--- src/rtl/serial_adder_ctrl_if.sv ---
// Handshake/operand bundle for the bit-serial adder controller.
//   start  : request an addition (sampled only while idle)
//   a, b   : operands, captured on the accepted start edge
//   busy   : addition in progress
//   done   : one-cycle pulse; sum/cout valid from this cycle on
//   sum    : registered (a + b) mod 2^WIDTH
//   cout   : registered carry out of the top bit
// master = operand source side, slave = adder controller side.
interface serial_adder_ctrl_if #(
  parameter int unsigned WIDTH = 8
);
  logic             start;
  logic [WIDTH-1:0] a;
  logic [WIDTH-1:0] b;
  logic             busy;
  logic             done;
  logic [WIDTH-1:0] sum;
  logic             cout;

  modport master (
    output start, a, b,
    input  busy, done, sum, cout
  );

  modport slave (
    input  start, a, b,
    output busy, done, sum, cout
  );
endinterface

--- src/rtl/serial_adder_ctrl.sv ---
// Bit-serial adder controller: adds two WIDTH-bit operands one bit per
// clock using a full adder built from two half adders plus an OR.
// Ports:
//   clk  : system clock, rising edge
//   rst  : synchronous active-high reset
//   bus  : serial_adder_ctrl_if.slave (start/a/b in, busy/done/sum/cout out)
// Latency: start accepted at edge T0 -> done pulse after edge T0+WIDTH.
module serial_adder_ctrl #(
  parameter int unsigned WIDTH = 8
) (
  input logic               clk,
  input logic               rst,
  serial_adder_ctrl_if.slave bus
);

  localparam int unsigned CW = (WIDTH > 1) ? $clog2(WIDTH) : 1;
  localparam logic [CW-1:0] LAST = CW'(WIDTH - 1);

  typedef enum logic {IDLE, ADD} state_t;

  state_t           state, state_next;
  logic [WIDTH-1:0] sa, sb, sum_q, sum_shift;
  logic [CW-1:0]    cnt;
  logic             cy, cout_q, done_q;
  logic             p, g1, s, g2, bit_carry, last;
  logic             busy, accept, finish;

  // Per-bit full adder from two half adders.
  always_comb begin
    p         = sa[0] ^ sb[0];   // half adder 1
    g1        = sa[0] & sb[0];
    s         = p ^ cy;          // half adder 2
    g2        = p & cy;
    bit_carry = g1 | g2;
    // New bit enters at the MSB; written this way so WIDTH=1 needs no special case.
    sum_shift            = sum_q >> 1;
    sum_shift[WIDTH-1]   = s;
    last                 = (cnt == LAST);
  end

  // Next-state logic.
  always_comb begin
    state_next = state;
    case (state)
      IDLE:    if (bus.start) state_next = ADD;
      ADD:     if (last)      state_next = IDLE;
      default:                state_next = IDLE;
    endcase
  end

  // Output / control decode.
  always_comb begin
    busy   = (state == ADD);
    accept = (state == IDLE) && bus.start;
    finish = (state == ADD) && last;
  end

  // State register and datapath.
  always_ff @(posedge clk) begin
    if (rst) begin
      state  <= IDLE;
      sa     <= '0;
      sb     <= '0;
      sum_q  <= '0;
      cnt    <= '0;
      cy     <= 1'b0;
      cout_q <= 1'b0;
      done_q <= 1'b0;
    end else begin
      state  <= state_next;
      done_q <= finish;
      if (accept) begin
        sa  <= bus.a;
        sb  <= bus.b;
        cy  <= 1'b0;
        cnt <= '0;
      end else if (state == ADD) begin
        sum_q <= sum_shift;
        sa    <= sa >> 1;
        sb    <= sb >> 1;
        cy    <= bit_carry;
        cnt   <= cnt + 1'b1;
        if (last) cout_q <= bit_carry;
      end
    end
  end

  assign bus.busy = busy;
  assign bus.done = done_q;
  assign bus.sum  = sum_q;
  assign bus.cout = cout_q;

endmodule
--- src/flat_wrapper.sv ---
// flat-port wrapper written by rule: the top's interface ports become plain ports
module serial_adder_ctrl_flat 
#(
  parameter int unsigned WIDTH = 8
)
  (clk, rst, bus_start, bus_a, bus_b, bus_busy, bus_done, bus_sum, bus_cout);
  serial_adder_ctrl_if #(.WIDTH(WIDTH)) bus_i ();
  input logic clk;
  input logic rst;
  input wire logic [$bits(bus_i.start)-1:0] bus_start;
  input wire logic [$bits(bus_i.a)-1:0] bus_a;
  input wire logic [$bits(bus_i.b)-1:0] bus_b;
  output wire logic [$bits(bus_i.busy)-1:0] bus_busy;
  output wire logic [$bits(bus_i.done)-1:0] bus_done;
  output wire logic [$bits(bus_i.sum)-1:0] bus_sum;
  output wire logic [$bits(bus_i.cout)-1:0] bus_cout;
  assign bus_i.start = bus_start;
  assign bus_i.a = bus_a;
  assign bus_i.b = bus_b;
  assign bus_busy = bus_i.busy;
  assign bus_done = bus_i.done;
  assign bus_sum = bus_i.sum;
  assign bus_cout = bus_i.cout;
  serial_adder_ctrl #(.WIDTH(WIDTH)) u_core (.clk(clk), .rst(rst), .bus(bus_i));
endmodule
--- config.mk ---
export PLATFORM = sky130hd
export DESIGN_NAME = serial_adder_ctrl_flat
export DESIGN_NICKNAME = d
export VERILOG_FILES = /design/src/rtl/serial_adder_ctrl_if.sv /design/src/rtl/serial_adder_ctrl.sv /design/src/flat_wrapper.sv
export SDC_FILE = /design/constraint.sdc
export NUM_CORES = 1
export LEC_CHECK = 0
export ABC_AREA = 0
export CAP_MARGIN = 10
export CORE_ASPECT_RATIO = 1.4
export CORE_MARGIN = 10
export CORE_UTILIZATION = 45
export DETAILED_ROUTE_END_ITERATION = 10
export GPL_ROUTABILITY_DRIVEN = 0
export GPL_TIMING_DRIVEN = 0
export PLACE_DENSITY = 0.71
export SKIP_LAST_GASP = 1
export SYNTH_ARGS = -nofsm -noshare
export SYNTH_HDL_FRONTEND = slang
export SYNTH_SLANG_ARGS = --single-unit
--- constraint.sdc ---
create_clock -name clk -period 2.5 [get_ports clk]
set_input_delay 0.5 -clock clk [delete_from_list [all_inputs] [get_ports clk]]
set_output_delay 0.5 -clock clk [all_outputs]
set_load 0.01 [all_outputs]
==> impl_results.md <==
- Syn_nets: 148
- Setup violators final: 0
- Worst-path clk slew: 0.06 ns
- Row cnt: 23
- Fill cells: 243
- Crit path max fanout: 3
- Primary FF master, synth: dfxtp_1
- Non-filler cells, final: 199
- Worst Tran Pin Value: 0.457 ns
- HPWL Detailed: 2220 um
- Largest net degree at the start of global routing: 11
- Final Core Density: 61.2%
- Core Region: 2850 sq um
- First-pass GRT wire length: 5160 um
- Synth top area cells: dfxtp_1 (47%), mux2i_1 (18%), a211oi_1 (8.0%)
- Post-Synthesis Mean Instance Area: 10.5 sq um
- EDFF count, synth: 0
- Crit path max-delay cell type: clkdlybuf4s50_1
- Gates resized, CTS repair: 0
- Post-CTS Hold Buffers: 0
- Register area share after synthesis: 47.0%
- Critical path, cell by cell: clkdlybuf4s50_1
- Bufs and invs on worst path: 1
- Top Ports: 30
- # diodes: 0
- Critical Path RT: 2.00 ns
- Launch point of the worst hold path: u_core.sb[3]$_SDFFE_PP0P_
- Termination of the worst setup path: bus_sum[1]
- Relative slew margins: 69.6%
- Antenna Nets Post-Route: 0
- Worst reg2reg path startpoint: u_core.cnt[0]$_SDFFE_PP0P_
- First-pass DRT Iterations: 3
- Vias per inst: 5.02
- Fin crit share: 67.4%
- Worst setup SP type: flop
- Final Slew Violations: 0
- Worst Path Arrival: 1.18 ns
- TNS Setup: 0 ns
- RSZ-0062 raised after global routing: no
- Die Ht: 84.1 um
- Nets: 184
- DRC: 0
- CP endpoint kind: primary output
- Die ar.: 5530 sq um
- GR Layer Usage met2: 18.2%
- Clock Latency Late Sink: 0.28 ns
- F_max: 0.594 GHz
- Routed len/inst: 14.8 um
- Count of input and output buffers: 29
- CTS Buffer Depth: 2
- Period minus WS final: 1.68 ns
- Layout Skew: 0.00300 ns
- Final wirelength: 2950 um
- Distinct cells, synth: 21
- Synth Warn #: 0
- Leak: 0.701 nW
- Reg-to-reg slack, setup: 1.34 ns
- Max-cap violation count: 0
- Pwr Density: 608 nW/um^2
- CTS H-tree lvls: 2
- Asr flop ratio synth: 0%
- Starting Density: 46.3%
- GR Util All Layers: 11.8%
- Die Wd: 65.8 um
- M1 GR Usage: 12.1%
- Worst hold slack: 0.510 ns
- CP top delay family: buffers and inverters
- Beginning of the critical path: u_core.bus.sum[1]$_SDFFE_PP0P_
- Initial antenna violation count: 0
- CTS tree: built
- Cell count after synthesis: 126
- Top-area cell type share of the netlist area: 47.0%
- Share of cells above drive strength 1: 8.64%
- Worst vdd ir: 398 uV
- Area added between synthesis and finish: 32.1%
- Status: complete, no violations
- Hold crit path type: flop to flop
- Clk sinks: 31
- Worst-case reg-to-reg path depth: 4
- Detailed-route via count: 999
- Global routing usage on met3: 6.59%
- Post-synth top area cell: dfxtp_1
- CTS Buf Count: 5
- Critical path depth: 1
- Crit path kind: flop to primary output
- Vias in the first global route: 1088
- Drt first-iter violations: 18
- Most common library cells after synthesis: dfxtp_1 (31), mux2i_1 (24), a211oi_1 (14), nor2b_1 (14), nor2_1 (10)
- Setup Fix Bufs, Post-CTS: 0
- Mapped Area: 1320 sq um
- Most frequent cell after synthesis: dfxtp_1
- Final hold vios: 0
- Crit Reg-Reg Endpoint: u_core.bus.cout$_SDFFE_PP0P_
- GRT overflow: 0
- #FFs+latches synth: 31
- Clock Tree Root: clkbuf_8
- CP max stage delay: 0.56 ns
- Most used routing layer: met2
- Placed cells: 192
## layout by cell type (no fill, tap or decap), types with 3 or more instances in the layout
cell             count
a211oi_1            14
or3b_1               4
nor2b_1             14
nand2_1              4
dfxtp_1             31
mux2i_1             24
nor2_1              10
buf_6                3
clkbuf_1             3
clkbuf_8             6
clkdlybuf4s50_1     29
a21oi_1              5
## cells by family after synthesis
logic type                 after synthesis  share of synthesized area [%]
AOI/OAI and AO/OA                       20                           10.6
adders and majority gates                3                           3.41
buffers and inverters                   11                           5.31
DFF                                     31                           47.0
muxes                                   24                           18.2
and+or+nand+nor                         37                           15.4
## worst reg2reg max path: cells and delay by family, from the launching register on
family,cells,cell delay [ns]
compound gates,2,0.36
flops,1,0.32
fa+ha+maj,2,0.41
## through the flow
step	power, mW	area [sq um]	worst slack, ns
after floorplan	0.628	1320	1.35
after global placement	0.681	1660	0.809
after detailed placement	0.686	1660	0.790
after CTS	1.08	1740	0.794
after global routing	1.11	1740	0.763
final	1.06	1740	0.816
## registers in the layout, indices dropped and copies added, names as in the netlist
register / flops
u_core.sa: 8
u_core.bus.busy: 1
u_core.bus.done: 1
u_core.bus.sum: 8
u_core.bus.cout: 1
u_core.cy: 1
u_core.sb: 8
u_core.cnt: 3
## final cells by class
class	count	area [sq um]	share of cell area [%]
Multi-Input combinational cell	84	629	36.1
Inverter	1	3.75	0.215
Tap cell	37	46.3	2.65
Buffer	10	66.3	3.80
Sequential cell	31	621	35.6
Clock inverter	1	5.00	0.287
Clock buffer	6	82.6	4.73
Timing Repair Buffer	29	290	16.6
## layer usage
layer / part of all wire (%) / vias up
met4: 2.0 / 0
met2: 47 / 25
met5: 0 / -
met3: 9.8 / 5
met1: 41 / 457
li1: - / 512
## how the worst min path moves through the flow
stage | to | slack (ns) | depth (start not counted)
after floorplan | u_core.sa[0]$_SDFFE_PP0P_ | 0.49 | 2
after global placement | u_core.bus.sum[0]$_SDFFE_PP0P_ | 0.48 | 2
after detailed placement | u_core.bus.sum[0]$_SDFFE_PP0P_ | 0.50 | 2
after CTS | u_core.sb[2]$_SDFFE_PP0P_ | 0.51 | 2
after global routing | u_core.sb[5]$_SDFFE_PP0P_ | 0.55 | 2
final | u_core.sb[2]$_SDFFE_PP0P_ | 0.51 | 2
## where the power goes
part	total, mW	switching, mW	internal (mW)
clock	0.386	0.171	0.215
combinational	0.139	0.0612	0.0780
sequential	0.535	0.0148	0.520
Note: power is estimated with default switching activity, not from simulation.
